## src/rtl/mem_stage.sv

```systemverilog
// Memory-access stage: turns EX/MEM load/store controls into a req/ack data-memory
// transaction and registers the writeback result. Optional ack watchdog: MEM_TIMEOUT_EN.
module mem_stage #(
    parameter int ADDR_W     = 32,
    parameter int DATA_W     = 32,
    parameter int REG_ADDR_W = 5,
    parameter int TIMEOUT    = 15
) (
    input  logic                  clk,
    input  logic                  rst,
    input  logic                  mem_valid,
    input  logic                  mem_mem_re,
    input  logic                  mem_mem_we,
    input  logic [ADDR_W-1:0]     mem_mem_addr,
    input  logic [DATA_W-1:0]     mem_store_data,
    input  logic [DATA_W-1:0]     mem_data,
    input  logic                  mem_regfile_we,
    input  logic [REG_ADDR_W-1:0] mem_regfile_waddr,
    output logic                  dmem_req,
    output logic                  dmem_we,
    output logic [ADDR_W-1:0]     dmem_addr,
    output logic [DATA_W-1:0]     dmem_wdata,
    input  logic                  dmem_ack,
    input  logic [DATA_W-1:0]     dmem_rdata,
    output logic                  stall_req,
    output logic                  wb_valid,
    output logic                  wb_regfile_we,
    output logic [REG_ADDR_W-1:0] wb_regfile_waddr,
    output logic [DATA_W-1:0]     wb_data,
    output logic                  mem_err
);

    typedef enum logic {IDLE, BUSY} state_t;

    state_t                  state_q;
    logic                    is_load_q;
    logic                    rf_we_q;
    logic [REG_ADDR_W-1:0]   waddr_q;
    logic [DATA_W-1:0]       alu_q;
    logic                    mem_op;

`ifdef MEM_TIMEOUT_EN
    localparam int CNT_W = $clog2(TIMEOUT + 1);
    localparam logic [CNT_W-1:0] CNT_LAST = CNT_W'(TIMEOUT - 1);
    logic [CNT_W-1:0] cnt_q;
    logic             err_q;
    assign mem_err = err_q;
`else
    assign mem_err = 1'b0;
`endif

    assign mem_op = mem_valid & (mem_mem_re | mem_mem_we);

    // Drops in the ack cycle so upstream advances on the edge that retires the access.
    assign stall_req = ((state_q == IDLE) & mem_op) | ((state_q == BUSY) & ~dmem_ack);

    always_ff @(posedge clk or negedge rst) begin
        if (!rst) begin
            state_q          <= IDLE;
            dmem_req         <= 1'b0;
            dmem_we          <= 1'b0;
            dmem_addr        <= '0;
            dmem_wdata       <= '0;
            wb_valid         <= 1'b0;
            wb_regfile_we    <= 1'b0;
            wb_regfile_waddr <= '0;
            wb_data          <= '0;
            is_load_q        <= 1'b0;
            rf_we_q          <= 1'b0;
            waddr_q          <= '0;
            alu_q            <= '0;
`ifdef MEM_TIMEOUT_EN
            cnt_q            <= '0;
            err_q            <= 1'b0;
`endif
        end else begin
            case (state_q)
                IDLE: begin
                    if (mem_op) begin
                        // Store takes precedence when re and we are both set.
                        dmem_req      <= 1'b1;
                        dmem_we       <= mem_mem_we;
                        dmem_addr     <= mem_mem_addr;
                        dmem_wdata    <= mem_store_data;
                        is_load_q     <= ~mem_mem_we;
                        rf_we_q       <= mem_regfile_we;
                        waddr_q       <= mem_regfile_waddr;
                        alu_q         <= mem_data;
                        wb_valid      <= 1'b0;
                        wb_regfile_we <= 1'b0;
`ifdef MEM_TIMEOUT_EN
                        cnt_q         <= '0;
`endif
                        state_q       <= BUSY;
                    end else begin
                        wb_valid         <= mem_valid;
                        wb_data          <= mem_data;
                        wb_regfile_waddr <= mem_regfile_waddr;
                        wb_regfile_we    <= mem_valid & mem_regfile_we & (|mem_regfile_waddr);
                    end
                end
                BUSY: begin
                    if (dmem_ack) begin
                        dmem_req         <= 1'b0;
                        wb_valid         <= 1'b1;
                        wb_data          <= is_load_q ? dmem_rdata : alu_q;
                        wb_regfile_waddr <= waddr_q;
                        wb_regfile_we    <= rf_we_q & (|waddr_q);
                        state_q          <= IDLE;
                    end
`ifdef MEM_TIMEOUT_EN
                    else if (cnt_q == CNT_LAST) begin
                        // Abandon the access and retire a harmless slot.
                        dmem_req         <= 1'b0;
                        wb_valid         <= 1'b1;
                        wb_data          <= alu_q;
                        wb_regfile_waddr <= waddr_q;
                        wb_regfile_we    <= 1'b0;
                        err_q            <= 1'b1;
                        state_q          <= IDLE;
                    end else begin
                        cnt_q <= cnt_q + 1'b1;
                    end
`endif
                end
                default: state_q <= IDLE;
            endcase
        end
    end

endmodule

```

## config.mk

```make
export PLATFORM = sky130hd
export DESIGN_NAME = mem_stage
export DESIGN_NICKNAME = d
export VERILOG_FILES = /design/src/rtl/mem_stage.sv
export SDC_FILE = /design/constraint.sdc
export NUM_CORES = 1
export LEC_CHECK = 0
export BUFFER_PORTS_ARGS = -buffer_cell sky130_fd_sc_hd__buf_2
export CAP_MARGIN = 20
export CORE_MARGIN = 1.5
export CORE_UTILIZATION = 35
export CTS_CLUSTER_SIZE = 8
export DETAILED_ROUTE_END_ITERATION = 10
export GPL_ROUTABILITY_DRIVEN = 0
export PLACE_DENSITY_LB_ADDON = 0.08
export SETUP_SLACK_MARGIN = 0.4
export SLEW_MARGIN = 40
export SYNTH_ARGS = -nofsm -noshare
export SYNTH_HDL_FRONTEND = slang
export SYNTH_SLANG_ARGS = --single-unit
```

## constraint.sdc

```tcl
create_clock -name clk -period 4 [get_ports clk]
set_input_delay 0.8 -clock clk [delete_from_list [all_inputs] [get_ports clk]]
set_output_delay 0.8 -clock clk [all_outputs]
set_load 0.1 [all_outputs]
```

==> flow_metrics.env, run 1 <==
export IMPL_status="complete, no violations"
export IMPL_final_hold_viol_count=0
export IMPL_placed_cells=889
export IMPL_nNetsFinal=819
export IMPL_layout_common_cells="buf_2 (244), dfrtp_1 (143), mux2_2 (91)"
export IMPL_io_pin_count=247
export IMPL_post_cts_setup_buffers=0
export IMPL_crit_path_end_kind="output pin"
export IMPL_layout_setup_ws_ns=1.29
export IMPL_cts_sinks=145
export IMPL_ir_drop_mv=0.390
export IMPL_p_total_mw=6.97
export IMPL_setup_viol=0
export IMPL_slew_viol_final=0
export IMPL_row_count=49
export IMPL_finalCritPeriodShare_pct=67.7
export IMPL_clock_path_buffers=2
export IMPL_synth_nets=576
export IMPL_drc=0
export IMPL_yosys_register_bits=145
export IMPL_syn2layout_area_growth_pct=31.8
export IMPL_tightest_slew_ns=0.684
export IMPL_required_ns=3.20
export IMPL_layout_commonest_cell="buf_2"
export IMPL_leakage_nw=4.10
export IMPL_rsz0062_at_grt="no"
export IMPL_final_setup_tns_ns=0
export IMPL_core_area_um2=17900
export IMPL_start_kind="flip-flop"
export IMPL_cts_buffers=17
export IMPL_finalNonFillerCells=920
export IMPL_cts_resized=0
export IMPL_wl_per_cell_um=16.7
export IMPL_antenna_found_initial=1
export IMPL_fillerInstances=1673
export IMPL_grt_pass1_vias=4464
export IMPL_die_area_um2=19000
export IMPL_drt_pass1_iterations=6
export IMPL_hold_buffers=0
export IMPL_htree_levels=4
export IMPL_overflow=0
export IMPL_cts_tree="built"
export IMPL_syn_cell_area_um2=6360
export IMPL_place_hpwl_um=10700
export IMPL_final_layout_size_suffix_gt1_share_pct=61.6
export IMPL_start_util_pct=35.5
export IMPL_critPathKind="reg -> out"
export IMPL_final_min_clock_period_ns=2.71
export IMPL_root_buffer="clkbuf_16"
export IMPL_synth_distinct_cells=24
export IMPL_grt_first_pass_wirelength_um=23800
export IMPL_crit_fanout=17
export IMPL_syn_inst=436
export IMPL_hold_class="in -> async"
export IMPL_io_buffers=245
export IMPL_powerDensity_nw_per_um2=832
export IMPL_insertion_delay_ns=0.41
export IMPL_cp_arrival_ns=1.91
export IMPL_vias_per_cell=4.71
export IMPL_max_cap_violations=0
export IMPL_yosysWarnings=0
export IMPL_avgSynthCellArea_um2=14.6
export IMPL_grtUsageTotal_pct=16.7
export IMPL_first_iter_violations=164
export IMPL_fin_util_pct=46.8
export IMPL_clk_pin_slew_ns=0.06
export IMPL_vias=4332
export IMPL_grt_start_max_net_pins=84
export IMPL_fmax_mhz=369
export IMPL_clock_skew_ns=0.00738
export IMPL_die_w_um=138
export IMPL_place_ws_ns=1.18
export IMPL_finalWirelength_um=15400
export IMPL_max_slew_margin_pct=54.4
export IMPL_ant_nets=0
export IMPL_die_h_um=138
export IMPL_yosysSeqAreaShare_pct=57.1
[through the flow]
step           hold WS (ns)  area (um^2)
5_1_grt               0.454         8380
3_3_place_gp          0.469         7770
6_report              0.406         8380
2_1_floorplan         0.480         6360
4_1_cts               0.453         8370
3_5_place_dp          0.473         7770
[synth_stat cells]
master       n  area, um^2
buf_2       12        60.1
buf_6        9         101
mux2_4      48         721
buf_4        2        15.0
a2bb2oi_1    1        8.76
or4_1        2        15.0
nand2_1      1        3.75
a21oi_1     37         185
o211ai_1     1        7.51
or2_1        1        6.26
o2111ai_1    1        8.76
and2_1       1        6.26
dfrtp_1    145        3630
nor2b_1      1        6.26
mux2_2      91        1020
clkbuf_1     5        18.8
nand3_1      1        5.00
and2b_1      1        7.51
mux2i_1     32         320
mux2_1       6        67.6
conb_1       1        3.75
inv_1        2        7.51
nor2_1      34         128
buf_1        1        3.75
[layer usage]
layer / vias up / routed length, um / track usage, %
li1: 2027 / - / -
met1: 2141 / 6710 / 21.2
met2: 155 / 7270 / 26.1
met3: 7 / 1280 / 6.66
met4: 2 / 92 / 5.03
met5: - / 13 / 0
[state kept, by name, indices dropped and copies added, names as in the netlist]
signal            cells
wb_regfile_we         1
state_q               1
wb_regfile_waddr      5
dmem_wdata           32
alu_q                32
dmem_we               1
wb_valid              1
is_load_q             1
dmem_req              1
dmem_addr            32
rf_we_q               1
waddr_q               5
wb_data              32
[final cells by class]
type | instances | area (um^2) | area share (%)
clock inverter | 9 | 133 | 1.58
inverter | 2 | 7.51 | 0.0896
antenna | 1 | 2.50 | 0.0299
multi-input combinational | 260 | 2540 | 30.3
tap | 229 | 287 | 3.42
timing repair buffer | 253 | 1310 | 15.6
clock buffer | 21 | 470 | 5.61
sequential | 145 | 3630 | 43.4
[worst paths after layout]
path / from / end / slack [ns] / cells past startpoint
worst min-delay path: rst / wb_data[29]$_DFFE_PN0P_ / 0.41 / 1
max in group asynchronous: rst / alu_q[20]$_DFFE_PN0P_ / 2.73 / 2
worst max-delay path: state_q$_DFF_PN0_ / stall_req / 1.29 / 4
worst min register to register: wb_data[30]$_DFFE_PN0P_ / wb_data[30]$_DFFE_PN0P_ / 0.49 / 1
min in group clk: wb_data[30]$_DFFE_PN0P_ / wb_data[30]$_DFFE_PN0P_ / 0.49 / 1
worst max register to register: state_q$_DFF_PN0_ / dmem_addr[15]$_DFFE_PN0P_ / 1.53 / 4
[worst max-delay path, cell delays in order, from the launching register on]
cell and delay [ns]:
dfrtp_2 0.53, nor2b_1 0.36, a21oi_4 0.10, inv_1 0.07
buf_2 0.42
[where the power goes]
part,leakage [nW],switching (mW),internal [mW]
clock,0.291,0.597,1.02
sequential,1.69,0.243,1.85
combinational,2.12,2.55,0.715
[cells by family after synthesis]
| group | synth area share [%] |
|---|---|
| muxes | 33.5 |
| and+or+nand+nor | 2.79 |
| DFF | 57.1 |
| other | 0.0590 |
| buffers and inverters | 3.25 |
| AOI/OAI and AO/OA | 3.31 |
Power figures use the tool's default switching activity.
==> run 2, diff against run 1 <==
==> constraint.sdc (replaced) <==
create_clock -name clk -period 2.46 [get_ports clk]
set_input_delay 0.492 -clock clk [delete_from_list [all_inputs] [get_ports clk]]
set_output_delay 0.492 -clock clk [all_outputs]
set_load 0.1 [all_outputs]
==> flow_metrics.env, run 2 (synthesized netlist as in run 1, its figures left out) <==
export IMPL_vias_per_cell=4.65
export IMPL_crit_path_end_kind="output pin"
export IMPL_vias=4297
export IMPL_final_setup_tns_ns=0
export IMPL_antennaDiodeCount=0
export IMPL_multi_input_area_um2=2540
export IMPL_clk_pin_slew_ns=0.06
export IMPL_crit_buf_inv=2
export IMPL_powerDensity_nw_per_um2=1350
export IMPL_leakage_nw=4.15
export IMPL_path_cells="and2b_2 > a21oi_4 > clkinvlp_4 > buf_12"
export IMPL_critPathKind="reg -> out"
export IMPL_die_area_um2=19000
export IMPL_register_area_um2=3630
export IMPL_cp_arrival_ns=1.54
export IMPL_syn2layout_area_growth_pct=33.9
export IMPL_crit_start="state_q$_DFF_PN0_"
export IMPL_grt_pass1_vias=4465
export IMPL_tightest_slew_ns=0.748
export IMPL_layout_common_cells="buf_2 (243), dfrtp_1 (143), mux2_2 (91)"
export IMPL_cts_sinks=145
export IMPL_rsz0062_at_grt="yes"
export IMPL_required_ns=1.97
export IMPL_grtUsageTotal_pct=16.3
export IMPL_antenna_found_initial=0
export IMPL_ant_nets=0
export IMPL_grt_start_max_net_pins=73
export IMPL_cp_depth=4
export IMPL_io_pin_count=247
export IMPL_setup_viol=0
export IMPL_fmax_mhz=492
export IMPL_crit_fanout=3
export IMPL_die_h_um=138
export IMPL_cp_slowest_cell="dfrtp_2"
export IMPL_cts_tree="built"
export IMPL_clock_path_buffers=2
export IMPL_cpLargestDelayFamily="flip-flops"
export IMPL_row_count=49
export IMPL_slew_viol_final=0
export IMPL_ir_drop_mv=0.667
export IMPL_die_w_um=138
export IMPL_max_slew_margin_pct=50.2
export IMPL_r2r_start="state_q$_DFF_PN0_"
export IMPL_fin_util_pct=47.6
export IMPL_io_buffers=245
export IMPL_final_min_clock_period_ns=2.03
export IMPL_wl_per_cell_um=16.3
export IMPL_layout_commonest_cell="buf_2"
export IMPL_htree_levels=4
export IMPL_overflow=0
export IMPL_drc=0
export IMPL_place_hpwl_um=10500
export IMPL_rr_worst_depth=6
export IMPL_clock_skew_ns=0.00469
export IMPL_grt_first_pass_wirelength_um=23300
export IMPL_status="complete, no violations"
export IMPL_insertion_delay_ns=0.41
export IMPL_fillerInstances=1625
export IMPL_max_cap_violations=0
export IMPL_slowest_delay_ns=0.41
export IMPL_finalCritPeriodShare_pct=82.7
export IMPL_first_iter_violations=112
export IMPL_start_kind="flip-flop"
export IMPL_finalWirelength_um=15100
export IMPL_core_area_um2=17900
export IMPL_nNetsFinal=824
export IMPL_final_layout_size_suffix_gt1_share_pct=62.3
export IMPL_hold_buffers=0
export IMPL_cts_buffers=17
export IMPL_final_hold_viol_count=0
export IMPL_start_util_pct=35.5
export IMPL_hold_class="in -> async"
export IMPL_drt_pass1_iterations=4
export IMPL_root_buffer="clkbuf_16"
==> run 2: changes by cell type in the layout (fill, tap and decap cells not counted), sizes merged <==
| cell | change |
|---|---|
| buf | +6 |
| bufinv | +1 |
| clkbuf | -1 |
| clkinv | -2 |
| clkinvlp | +2 |
| diode | -1 |
| inv | -1 |
==> run 2: path summary, 6_finish.rpt <==
path,to,slack [ns]
min reg2reg,wb_regfile_waddr[3]$_DFFE_PN0P_,0.48
min in group clk,is_load_q$_DFFE_PN0P_,0.28
max reg2reg,wb_data[10]$_DFFE_PN0P_,0.54
max,stall_req,0.43
max in group asynchronous,alu_q[14]$_DFFE_PN0P_,1.81
min,waddr_q[0]$_DFFE_PN0P_,0.008
==> run 2: per-stage QoR <==
step	setup slack (ns)	area (um^2)	hold slack, ns	cells	power, mW
global placement	0.311	7840	0.454	890	8.75
global route	0.372	8520	0.0354	924	11.9
floorplan	0.378	6370	0.196	436	7.85
detailed placement	0.292	7840	0.464	890	8.79
finish	0.425	8520	0.00783	924	11.5
CTS	0.412	8490	0.0130	921	11.6
==> run 2: where the power goes <==
part | internal [mW] | total (mW) | switching, mW
sequential | 3.00 | 3.34 | 0.339
combinational | 1.21 | 5.40 | 4.19
clock | 1.77 | 2.73 | 0.964
total | 5.98 | 11.5 | 5.50
==> run 2: final cells by class <==
type                       instances  share of cell area (%)
clock buffer                      21                    5.52
clock inverter                     9                    1.84
inverter                           2                   0.132
multi-input combinational        260                    29.8
sequential                       145                    42.6
tap                              229                    3.36
timing repair buffer             258                    16.7
==> run 2: repair_timing <==
item                       CTS  global route
gates resized for setup      4             2
setup buffers                1             3
setup endpoints to repair    1             1
cloned                       0             0
hold endpoints to repair     0             0
==> run 2: metal layers <==
metal / part of all wire, % / GRT usage [%]
met2: 47 / 26.8
met1: 43 / 19.4
met3: 8.6 / 6.07
met4: 1.5 / 6.08
met5: 0 / 0
